## config.mk

```make
export PLATFORM = sky130hd
export DESIGN_NAME = powerup_scheduler
export DESIGN_NICKNAME = d
export VERILOG_FILES = /design/src/rtl/powerup_pkg.sv /design/src/rtl/powerup_slot.sv /design/src/rtl/powerup_scheduler.sv
export SDC_FILE = /design/constraint.sdc
export NUM_CORES = 1
export LEC_CHECK = 0
export ABC_AREA = 1
export CAP_MARGIN = 20
export CORE_MARGIN = 2
export CORE_UTILIZATION = 50
export DETAILED_ROUTE_END_ITERATION = 6
export PLACE_DENSITY = 0.75
export REMOVE_ABC_BUFFERS = 1
export SLEW_MARGIN = 0
export SYNTH_ARGS = -nofsm -noshare
export SYNTH_HDL_FRONTEND = slang
export SYNTH_SLANG_ARGS = --single-unit
export TNS_END_PERCENT = 30
```

## constraint.sdc

```tcl
create_clock -name Clk -period 1.8 [get_ports Clk]
set_clock_uncertainty 0.05 [all_clocks]
set_input_delay 0.18 -clock Clk [delete_from_list [all_inputs] [get_ports Clk]]
set_output_delay 0.18 -clock Clk [all_outputs]
set_load 0.03 [all_outputs]
```

## src/rtl/powerup_pkg.sv

```systemverilog
// powerup_pkg: shared slot state type and counter widths for the power-up scheduler
// Contents:
//   slot_state_t  per-slot lifecycle IDLE -> EMERGE -> ACTIVE -> COLLECT
//   EMERGE_W      width of the emerge frame counter
//   LIFE_W        width of the life frame counter (POWERUP_TIMEOUT_EN builds)
package powerup_pkg;
    typedef enum logic [1:0] {IDLE, EMERGE, ACTIVE, COLLECT} slot_state_t;
    localparam int EMERGE_W = 8;
    localparam int LIFE_W   = 10;
endpackage

```

## src/rtl/powerup_slot.sv

```systemverilog
// powerup_slot: one on-screen power-up slot, emerge -> active -> despawn lifecycle
// Ports:
//   Clk, Reset     clock, synchronous active-high reset
//   frame_tick     one-Clk pulse per video frame, paces emerge and life counters
//   start          claim this IDLE slot (from the scheduler arbiter)
//   src_in         requester index recorded on start
//   collision      player touching the sprite (acted on only in ACTIVE)
//   offscreen      sprite left the playfield (acted on only in ACTIVE)
//   idle           slot free for a new grant
//   slot_on        registered: sprite visible (EMERGE or ACTIVE)
//   slot_emerge    registered: sprite rising, no physics
//   collected      registered one-Clk pulse when the player takes the power-up
//   src            requester that owns / last owned the slot
// Build option: POWERUP_TIMEOUT_EN adds a life counter that despawns an ACTIVE
// slot after LIFE_FRAMES frame ticks without a collected pulse.
module powerup_slot
    import powerup_pkg::*;
#(
    parameter int SRC_W         = 2,
    parameter int EMERGE_FRAMES = 16,
    parameter int LIFE_FRAMES   = 600
) (
    input  logic             Clk,
    input  logic             Reset,
    input  logic             frame_tick,
    input  logic             start,
    input  logic [SRC_W-1:0] src_in,
    input  logic             collision,
    input  logic             offscreen,
    output logic             idle,
    output logic             slot_on,
    output logic             slot_emerge,
    output logic             collected,
    output logic [SRC_W-1:0] src
);
    if (EMERGE_FRAMES < 1 || EMERGE_FRAMES > 255 || LIFE_FRAMES < 1 || LIFE_FRAMES > 1024) begin : g_bad_cfg
        $error("powerup_slot: EMERGE_FRAMES or LIFE_FRAMES out of range");
    end

    slot_state_t         state;
    logic [EMERGE_W-1:0] emerge_cnt;
    logic                emerge_done;
    logic                timeout;

    assign idle        = state == IDLE;
    assign emerge_done = state == EMERGE && frame_tick && emerge_cnt == '0;

`ifdef POWERUP_TIMEOUT_EN
    logic [LIFE_W-1:0] life_cnt;

    assign timeout = frame_tick && life_cnt == '0;

    always_ff @(posedge Clk) begin
        if (Reset)
            life_cnt <= '0;
        else if (emerge_done)
            life_cnt <= LIFE_W'(LIFE_FRAMES - 1);
        else if (state == ACTIVE && frame_tick && life_cnt != '0)
            life_cnt <= life_cnt - 1'b1;
    end
`else
    assign timeout = 1'b0;
`endif

    always_ff @(posedge Clk) begin
        if (Reset) begin
            state       <= IDLE;
            emerge_cnt  <= '0;
            slot_on     <= 1'b0;
            slot_emerge <= 1'b0;
            collected   <= 1'b0;
            src         <= '0;
        end else begin
            collected <= 1'b0;
            case (state)
                IDLE: if (start) begin
                    state       <= EMERGE;
                    emerge_cnt  <= EMERGE_W'(EMERGE_FRAMES - 1);
                    slot_on     <= 1'b1;
                    slot_emerge <= 1'b1;
                    src         <= src_in;
                end
                EMERGE: if (emerge_done) begin
                    state       <= ACTIVE;
                    slot_emerge <= 1'b0;
                end else if (frame_tick) begin
                    emerge_cnt  <= emerge_cnt - 1'b1;
                end
                // collision outranks both offscreen and timeout
                ACTIVE: if (collision) begin
                    state     <= COLLECT;
                    slot_on   <= 1'b0;
                    collected <= 1'b1;
                end else if (offscreen || timeout) begin
                    state     <= IDLE;
                    slot_on   <= 1'b0;
                end
                default: state <= IDLE;
            endcase
        end
    end
endmodule

```

## src/rtl/powerup_scheduler.sv

```systemverilog
// powerup_scheduler: round-robin sharing of power-up slots between question-block requesters
// Ports:
//   Clk, Reset     clock, synchronous active-high reset
//   frame_tick     one-Clk pulse per video frame
//   req            per-requester level, held until granted
//   grant          registered one-hot one-Clk grant pulse
//   collision      per-slot player contact
//   offscreen      per-slot sprite left the playfield
//   slot_on        per-slot visible (EMERGE or ACTIVE)
//   slot_emerge    per-slot rising out of the block
//   slot_src       owner requester of slot i at [i*SRC_W +: SRC_W]
//   collected      per-slot one-Clk collected pulse
// Build option: POWERUP_TIMEOUT_EN enables the per-slot life timeout.
module powerup_scheduler
    import powerup_pkg::*;
#(
    parameter  int NUM_SLOTS     = 2,
    parameter  int NUM_REQ       = 4,
    parameter  int EMERGE_FRAMES = 16,
    parameter  int LIFE_FRAMES   = 600,
    localparam int SRC_W         = (NUM_REQ > 1) ? $clog2(NUM_REQ) : 1
) (
    input  logic                       Clk,
    input  logic                       Reset,
    input  logic                       frame_tick,
    input  logic [NUM_REQ-1:0]         req,
    output logic [NUM_REQ-1:0]         grant,
    input  logic [NUM_SLOTS-1:0]       collision,
    input  logic [NUM_SLOTS-1:0]       offscreen,
    output logic [NUM_SLOTS-1:0]       slot_on,
    output logic [NUM_SLOTS-1:0]       slot_emerge,
    output logic [NUM_SLOTS*SRC_W-1:0] slot_src,
    output logic [NUM_SLOTS-1:0]       collected
);
    if (NUM_SLOTS < 1 || NUM_SLOTS > 8 || NUM_REQ < 1 || NUM_REQ > 16) begin : g_bad_cfg
        $error("powerup_scheduler: NUM_SLOTS or NUM_REQ out of range");
    end

    logic [NUM_SLOTS-1:0] idle;
    logic [NUM_SLOTS-1:0] start;
    logic [SRC_W-1:0]     ptr;
    logic [SRC_W-1:0]     pick;
    logic [SRC_W-1:0]     idx;
    logic                 found;

    // first requester at or after ptr; a requester still seeing its grant is skipped
    always_comb begin
        found = 1'b0;
        pick  = '0;
        idx   = '0;
        for (int k = 0; k < NUM_REQ; k++) begin
            idx = SRC_W'((int'(ptr) + k) % NUM_REQ);
            if (!found && req[idx] && !grant[idx]) begin
                found = 1'b1;
                pick  = idx;
            end
        end
    end

    // isolate the lowest IDLE slot; idle is registered state, so a slot freed
    // on this edge only becomes grantable next cycle
    assign start = found ? idle & (~idle + NUM_SLOTS'(1)) : '0;

    always_ff @(posedge Clk) begin
        if (Reset) begin
            grant <= '0;
            ptr   <= '0;
        end else begin
            grant <= '0;
            if (found && |idle) begin
                grant <= NUM_REQ'(1) << pick;
                ptr   <= (int'(pick) == NUM_REQ - 1) ? '0 : pick + 1'b1;
            end
        end
    end

    for (genvar i = 0; i < NUM_SLOTS; i++) begin : g_slot
        powerup_slot #(
            .SRC_W        (SRC_W),
            .EMERGE_FRAMES(EMERGE_FRAMES),
            .LIFE_FRAMES  (LIFE_FRAMES)
        ) u_slot (
            .Clk        (Clk),
            .Reset      (Reset),
            .frame_tick (frame_tick),
            .start      (start[i]),
            .src_in     (pick),
            .collision  (collision[i]),
            .offscreen  (offscreen[i]),
            .idle       (idle[i]),
            .slot_on    (slot_on[i]),
            .slot_emerge(slot_emerge[i]),
            .collected  (collected[i]),
            .src        (slot_src[i*SRC_W +: SRC_W])
        );
    end
endmodule

```

==> results.toml, run 1 <==
[run_status]
status = "finished, violations left"
violations = "negative setup slack"

[finish]
syn_to_final_growth_pct = 33.1
antenna_cells = 0
nFillCells = 317
final_area_mm2 = 0.00283
drive_above_1_share = 0.297
seqCellArea_um2 = 726
fin_nets = 367
multi_input_area_mm2 = 0.00129

[cts]
cts_buffers = 5
cts.clk_slew.worst_paths_ps = 80
cts-root-buf = "clkbuf_8"
clock_path_buffers = 2
cts.htree.levels = 2
cts_sinks = 36
cts_tree = "done"
clk_latency_ps = 290

[pwr]
ir_worst_vdd_uv = 1140
p_leak_nw = 1.25
powerDensity_mw_per_mm2 = 2210
p_total_mw = 6.26

[timing]
slew-limit-headroom = 0.686
period_minus_slack_ps = 1800
setup_viol = 1
final_max_slew_viol_count = 0
rsz0062_at_grt = "yes"
worst_slew_pin_slew_ps = 471
fin_setup_tns_ps = -1.81
min_period_over_period = 1.00
hold_viol = 0
clock.fmax_mhz = 555
layout_setup_ws_ps = -1.81

[setup_path]
critPathCaptureType = "flip-flop"
cp.required_ps = 1920
critPathMaxFanout = 5
cp.arrival_ps = 1920
reg2reg_setup_slack_ps = -2
reg2reg_depth = 13
critPathLaunchType = "flip-flop"
crit_type = "reg2reg"

[route]
vias = 2091
firstDrtPassIters = 4
drc = 0
avgViaCountPerCell = 5.18
first_iter_violations = 156
drtAntennaViolNets = 0
wl_um = 5210
wl_per_cell_um = 12.9

[placement]
dp_worst_setup_slack_ps = -298
port_buffers = 24
place_hpwl_um = 3390
gp_congestion = 0.849
placed_area_mm2 = 0.00253

[floorplan]
io_pins = 25
die_area_mm2 = 0.00478
design.core.area_mm2 = 0.00406
initial_core_util = 0.523
die_x_um = 69.2
die_y_um = 69.2
fp-row-count = 23

[hold_path]
hold_depth = 2
holdCritPathClass = "reg2reg"

[logic_synthesis]
synth_seq_area_share = 0.339
yosysWarningCount = 0
syn_area_per_cell_um2 = 7.10
ys_ff_latch = 36
yosysUniqueCellTypes = 32
synth_cells = 299
synth_area_mm2 = 0.00212

[grt]
grt_pass1_vias = 1938
grt_max_degree = 21
antenna_found_initial = 0
grt_pass1_wl_um = 8450
grt_usage = 0.213
grt_overflow = 0

[job]
maxCapViolations = 0
## state kept, by name, indices dropped and copies added (netlist names)
register	count
g_slot.u_slot.state	4
ptr	2
g_slot.u_slot.slot_emerge	2
g_slot.u_slot.collected	2
g_slot.u_slot.slot_on	2
grant	4
g_slot.u_slot.emerge_cnt	16
g_slot.u_slot.src	4
## Yosys cell counts
cell / count / area share
nor3_1: 8 / 0.019
nand2_4: 6 / 0.032
o31ai_4: 1 / 0.010
inv_2: 3 / 0.0053
nand2_1: 65 / 0.11
or2_2: 3 / 0.0088
xor2_1: 7 / 0.029
buf_6: 2 / 0.011
xnor2_1: 1 / 0.0041
nand4_1: 2 / 0.0059
o21ai_1: 1 / 0.0024
inv_8: 1 / 0.0053
inv_1: 31 / 0.055
nand3_2: 5 / 0.024
a21oi_1: 24 / 0.057
o211ai_1: 3 / 0.011
dfxtp_1: 36 / 0.34
a31oi_1: 1 / 0.0029
buf_4: 6 / 0.021
nor2_1: 35 / 0.062
nand3_1: 25 / 0.059
nor2_4: 1 / 0.0053
nand3_4: 2 / 0.016
clkbuf_4: 1 / 0.0035
o21ai_2: 2 / 0.0083
nand2_2: 10 / 0.029
nor2_8: 1 / 0.0094
clkbuf_1: 2 / 0.0035
clkinv_4: 1 / 0.0041
ha_1: 3 / 0.018
o21ai_0: 9 / 0.021
a21oi_2: 1 / 0.0041
## metal layers
layer	vias to the layer above	wire length, um	GRT usage
li1	1069	-	-
met1	958	2340	0.278
met2	55	2610	0.349
met3	9	201	0.0380
met4	0	58	0.0806
met5	-	0	0
## final timing paths
check / start / to
min reg2reg: g_slot[0].u_slot.slot_on$_SDFFE_PP0P_ / g_slot[0].u_slot.slot_on$_SDFFE_PP0P_
max: ptr[0]$_SDFFE_PP0P_ / ptr[1]$_SDFFE_PP0P_
max reg2reg: ptr[0]$_SDFFE_PP0P_ / ptr[1]$_SDFFE_PP0P_
min: g_slot[0].u_slot.slot_on$_SDFFE_PP0P_ / g_slot[0].u_slot.slot_on$_SDFFE_PP0P_
## critical path, cell delays in order (launching register included)
cell	delay, ps
dfxtp_4	380
buf_4	150
nand2_2	60
nand2_2	70
nand3_2	100
nand2_4	90
nor2_8	140
nand3_2	80
nand2_2	80
nand2_2	60
inv_2	90
ha_4	200
o21ai_2	100
a21oi_1	40
## logic make-up after synthesis
group,after synthesis,share of synthesized area
XOR/XNOR,8,0.0330
AO/OA/AOI/OAI,42,0.116
buffers and inverters,47,0.108
AND/OR/NAND/NOR,163,0.385
flip-flops,36,0.339
adder cells (fa/ha/maj),3,0.0177
## final cells by class
cell class	instances	area share
Clock buffer	6	0.0292
Tap cell	50	0.0221
Inverter	36	0.0531
Timing Repair Buffer	58	0.177
Clock inverter	2	0.00354
Multi-Input combinational cell	216	0.458
Sequential cell	36	0.257
## per-stage QoR
step,util,instances,hold slack (ps)
6_report,0.696,404,418
5_1_grt,0.696,404,453
4_1_cts,0.664,398,417
3_5_place_dp,0.623,385,405
3_3_place_gp,0.623,385,397
2_1_floorplan,-,288,192
## repair_timing
action	4_1_cts	5_1_grt
pin swaps	11	13
hold buffers	0	0
buffers inserted	6	6
endpoints found under the setup margin	2	25
gates resized for setup	14	25
## power breakdown
part           leakage, nW  switching, mW  internal, mW
clock network       0.0510          0.282         0.305
registers            0.297          0.235          1.08
logic                0.902           2.53          1.82
total                 1.25           3.05          3.21
## cells in the final DEF, fill, tap and decap left out, types with 3 or more instances in the layout
cell             count
a21oi_1             21
a21oi_2              4
buf_4               33
clkbuf_8             6
clkdlybuf4s50_1     24
dfxtp_1             34
inv_1               27
inv_2                6
nand2_1             54
nand2_2             16
nand2_4              9
nand3_1             22
nand3_2              8
nor2_1              34
nor3_1               8
o211ai_1             3
o21ai_0              8
or2_2                3
xor2_1               7
(Power assumes the default switching activity.)
==> inputs of run 2 (changes only) <==
SKIP_CTS_REPAIR_TIMING = 1   (was unset)
==> results.toml, run 2 (synthesis results as in run 1) <==
[pwr]
p_sw_mw = 3.10
ir_worst_vdd_uv = 1070
powerDensity_mw_per_mm2 = 2210
comb_power_share = 0.698
p_int_mw = 3.22
p_leak_nw = 1.25
pwr-share-clk = 0.093
p_seq_frac = 0.208
p_sw_frac = 0.491

[floorplan]
die_x_um = 69.2
design.core.area_mm2 = 0.00406
die_area_mm2 = 0.00478
io_pins = 25
initial_core_util = 0.523
die_y_um = 69.2
fp-row-count = 23

[placement]
placed_area_mm2 = 0.00253
place_hpwl_um = 3390
dp_worst_setup_slack_ps = -298
gp_congestion = 0.849
port_buffers = 24

[route]
drc = 0
first_iter_violations = 124
vias = 2085
wl_per_cell_um = 13.2
firstDrtPassIters = 4
avgViaCountPerCell = 5.23
wl_um = 5250
drtAntennaViolNets = 0

[cts]
cts.clk_slew.worst_paths_ps = 80
cts.htree.levels = 2
clock_path_buffers = 2
cts_buffers = 5
cts_tree = "done"
cts-root-buf = "clkbuf_8"
clk_latency_ps = 290
cts_sinks = 36

[timing]
rsz0062_at_grt = "yes"
setup_viol = 16
slew-limit-headroom = 0.677
layout_setup_ws_ps = -91.3
hold_viol = 0
period_minus_slack_ps = 1890
final_max_slew_viol_count = 0
min_period_over_period = 1.05
worst_slew_pin_slew_ps = 484
clock.fmax_mhz = 529
fin_setup_tns_ps = -388

[finish]
seqCellArea_um2 = 726
layout_commonest_cell = "nand2_1"
multi_input_area_mm2 = 0.00134
regMostFlops = "g_slot.u_slot.emerge_cnt"
antenna_cells = 0
fin_nets = 362
largest_reg_flops = 16
final_area_mm2 = 0.00287
most-common-layout-cells = "56 x nand2_1, 34 x nor2_1, 34 x dfxtp_1"
syn_to_final_growth_pct = 34.9
fin_util = 0.706
drive_above_1_share = 0.295
nFillCells = 319

[run_status]
violations = "negative setup slack"
status = "finished, violations left"

[job]
maxCapViolations = 0

[hold_path]
holdCritPathClass = "reg2reg"

[setup_path]
crit_type = "reg2reg"
critPathCaptureType = "flip-flop"
cp.arrival_ps = 2010
critPathMaxFanout = 8
critPathLaunchType = "flip-flop"
critical_path.cell_chain = "buf_12, clkinv_8, nand2_2, nand2_2, nand3_2, nand2_4, nor2_8, nand3_2, nand2_1, nand2_1, inv_2, ha_4, o21ai_2, a21oi_1"
cp_slowest_stage_delay_ps = 380
slowest_stage = "dfxtp_4"
cp.required_ps = 1920

[grt]
grt_pass1_wl_um = 7990
grt_max_degree = 21
grt_pass1_vias = 1850
grt_usage = 0.200
antenna_found_initial = 0
grt_overflow = 0
-- run 2: changes by cell type in the layout (fill, tap and decap cells not counted), sizes merged --
cell / delta
buf: -6
clkbuf: +1
clkinv: +1
inv: -1
-- run 2: layout make-up --
class / instances / share of cell area
tap: 50 / 0.0218
clock buffer: 6 / 0.0288
inverter: 36 / 0.0533
multi-input combinational: 216 / 0.468
sequential: 36 / 0.253
clock inverter: 2 / 0.00349
timing repair buffer: 53 / 0.172
-- run 2: worst max-delay path: cells and delay by family (launching register included) --
kind	cells	cell delay, ps
AO/OA/AOI/OAI	2	140
flip-flops	1	380
buffers and inverters	3	300
AND/OR/NAND/NOR	8	720
adder cells (fa/ha/maj)	1	200
-- run 2: per-stage QoR --
stage / hold WS [ps] / total power, mW / cells
after global routing: 459 / 6.83 / 399
after detailed placement: 405 / 4.93 / 385
after floorplan: 192 / 3.74 / 288
after global placement: 397 / 4.84 / 385
after CTS: 417 / 5.54 / 393
final: 417 / 6.32 / 399
-- run 2: final timing paths --
kind | cells after the start | to | slack [ps] | start
min reg2reg | 2 | g_slot[0].u_slot.slot_emerge$_SDFFE_PP0P_ | 420 | g_slot[0].u_slot.slot_emerge$_SDFFE_PP0P_
max | 14 | ptr[1]$_SDFFE_PP0P_ | -90 | ptr[0]$_SDFFE_PP0P_
min | 2 | g_slot[0].u_slot.slot_emerge$_SDFFE_PP0P_ | 420 | g_slot[0].u_slot.slot_emerge$_SDFFE_PP0P_
max reg2reg | 14 | ptr[1]$_SDFFE_PP0P_ | -90 | ptr[0]$_SDFFE_PP0P_
-- run 2: power groups by stage --
stage | Clock [mW] | Sequential [mW] | Combinational [mW]
floorplan | 0 | 1.47 | 2.27
global placement | 0 | 1.29 | 3.55
detailed placement | 0 | 1.30 | 3.63
CTS | 0.605 | 1.28 | 3.65
global route | 0.635 | 1.36 | 4.84
finish | 0.590 | 1.32 | 4.42
-- run 2: per-layer routing --
| layer | GRT usage | routed length, um | up-vias |
|---|---|---|---|
| met5 | 0 | 0 | - |
| met4 | 0.0588 | 97 | 0 |
| met3 | 0.0351 | 139 | 12 |
| met2 | 0.332 | 2640 | 46 |
| met1 | 0.265 | 2370 | 968 |
| li1 | - | - | 1059 |
==> inputs of run 3 (changes only) <==
==> constraint.sdc (replaced) <==
create_clock -name Clk -period 1.5 [get_ports Clk]
set_clock_uncertainty 0.05 [all_clocks]
set_input_delay 0.3 -clock Clk [delete_from_list [all_inputs] [get_ports Clk]]
set_output_delay 0.3 -clock Clk [all_outputs]
set_load 0.03 [all_outputs]
==> results.toml, run 3 (synthesis results as in run 1) <==
[cts]
cts_buffers = 5
cts_sinks = 36
cts.clk_slew.worst_paths_ps = 70
cts.htree.levels = 2
cts-root-buf = "clkbuf_8"
clk_latency_ps = 290
clock_path_buffers = 2
cts_tree = "done"

[timing]
layout_setup_ws_ps = -475
hold_viol = 0
slew-limit-headroom = 0.769
final_max_slew_viol_count = 0
setup_viol = 34
clock.fmax_mhz = 506
period_minus_slack_ps = 1970
hold_ws_ps = 414
min_period_over_period = 1.32
rsz0062_at_grt = "yes"
worst_slew_pin_slew_ps = 347

[run_status]
violations = "negative setup slack"
status = "finished, violations left"

[floorplan]
design.core.area_mm2 = 0.00406
die_y_um = 69.2
die_area_mm2 = 0.00478
io_pins = 25
fp-row-count = 23
die_x_um = 69.2
initial_core_util = 0.523

[hold_path]
worstHoldStart = "g_slot[0].u_slot.slot_emerge$_SDFFE_PP0P_"
holdCritPathClass = "reg2reg"

[job]
maxCapViolations = 0

[setup_path]
critPathLaunchType = "input port"
crit-reg2reg-launch = "ptr[0]$_SDFFE_PP0P_"
critPathLaunch = "req[0]"
cp.required_ps = 1630
critPathMaxFanout = 5
critPathCaptureType = "flip-flop"
cp.arrival_ps = 2100
crit_type = "in2reg"

[route]
wl_um = 5890
vias = 2232
first_iter_violations = 159
wl_per_cell_um = 14.1
avgViaCountPerCell = 5.35
drtAntennaViolNets = 0
drc = 0
firstDrtPassIters = 4

[finish]
drive_above_1_share = 0.351
layout_commonest_cell = "nand2_1"
syn_to_final_growth_pct = 47.7
most-common-layout-cells = "52 x nand2_1, 42 x buf_4, 34 x dfxtp_1"
largest_reg_flops = 16
antenna_cells = 0
fin_nets = 381
regMostFlops = "g_slot.u_slot.emerge_cnt"

[grt]
grt_pass1_wl_um = 8420
antenna_found_initial = 0
grt_overflow = 0
grt_pass1_vias = 1998
grt_max_degree = 15
grt_usage = 0.211

[placement]
dp_worst_setup_slack_ps = -680
place_hpwl_um = 3620
port_buffers = 24
gp_congestion = 0.859

[pwr]
ir_worst_vdd_uv = 1540
p_leak_nw = 1.62
powerDensity_mw_per_mm2 = 2630
## run 3: cell count changes in the layout (fill, tap and decap cells not counted), sizes merged
cell and delta:
buf +18, clkdlybuf4s50 -16, nand2 +1, clkbuf +1, clkinv -2, dlymetal6s2s +16
## run 3: final timing paths
path / end / slack (ps) / cells after the start
worst max-delay path: ptr[1]$_SDFFE_PP0P_ / -470 / 13
worst min-delay path: g_slot[0].u_slot.slot_emerge$_SDFFE_PP0P_ / 410 / 2
worst max register to register: ptr[1]$_SDFFE_PP0P_ / -470 / 14
worst min register to register: g_slot[0].u_slot.slot_emerge$_SDFFE_PP0P_ / 410 / 2
## run 3: cell type report
class                      count  area, um^2
inverter                      36         158
tap                           50        62.6
sequential                    36         726
timing repair buffer          71         692
fill                         262         921
clock buffer                   7        96.3
multi-input combinational    217        1400
## run 3: worst max-delay path, stage by stage
cell	delay, ps
clkdlybuf4s50_1	420
nand2_1	160
nand2_1	130
nand3_2	110
nand2_4	90
nor2_8	160
nand3_2	80
nand2_1	80
nand2_1	90
inv_2	90
ha_4	210
o21ai_2	130
a21oi_1	50
## run 3: through the flow
stage / power, mW / instance area (um^2) / instances / setup TNS [ps] / utilization
after detailed placement: 6.24 / 2700 / 405 / -17130 / 0.666
after global routing: 8.79 / 3140 / 417 / -13920 / 0.773
after CTS: 7.04 / 2800 / 412 / -9810 / 0.690
after global placement: 6.13 / 2700 / 405 / -15530 / 0.666
after floorplan: 4.49 / 2040 / 288 / -4180 / -
final: 8.24 / 3140 / 417 / -11080 / 0.773
## run 3: metal layers
layer | global-route usage | routed length [um]
met1 | 0.270 | 2440
met2 | 0.356 | 3020
met3 | 0.0439 | 262
met4 | 0.0654 | 171
met5 | 0 | 0
## run 3: power breakdown
part           switching, mW  internal (mW)  total, mW
clock                  0.341          0.409      0.750
sequential             0.262           1.29       1.56
combinational           3.42           2.51       5.93
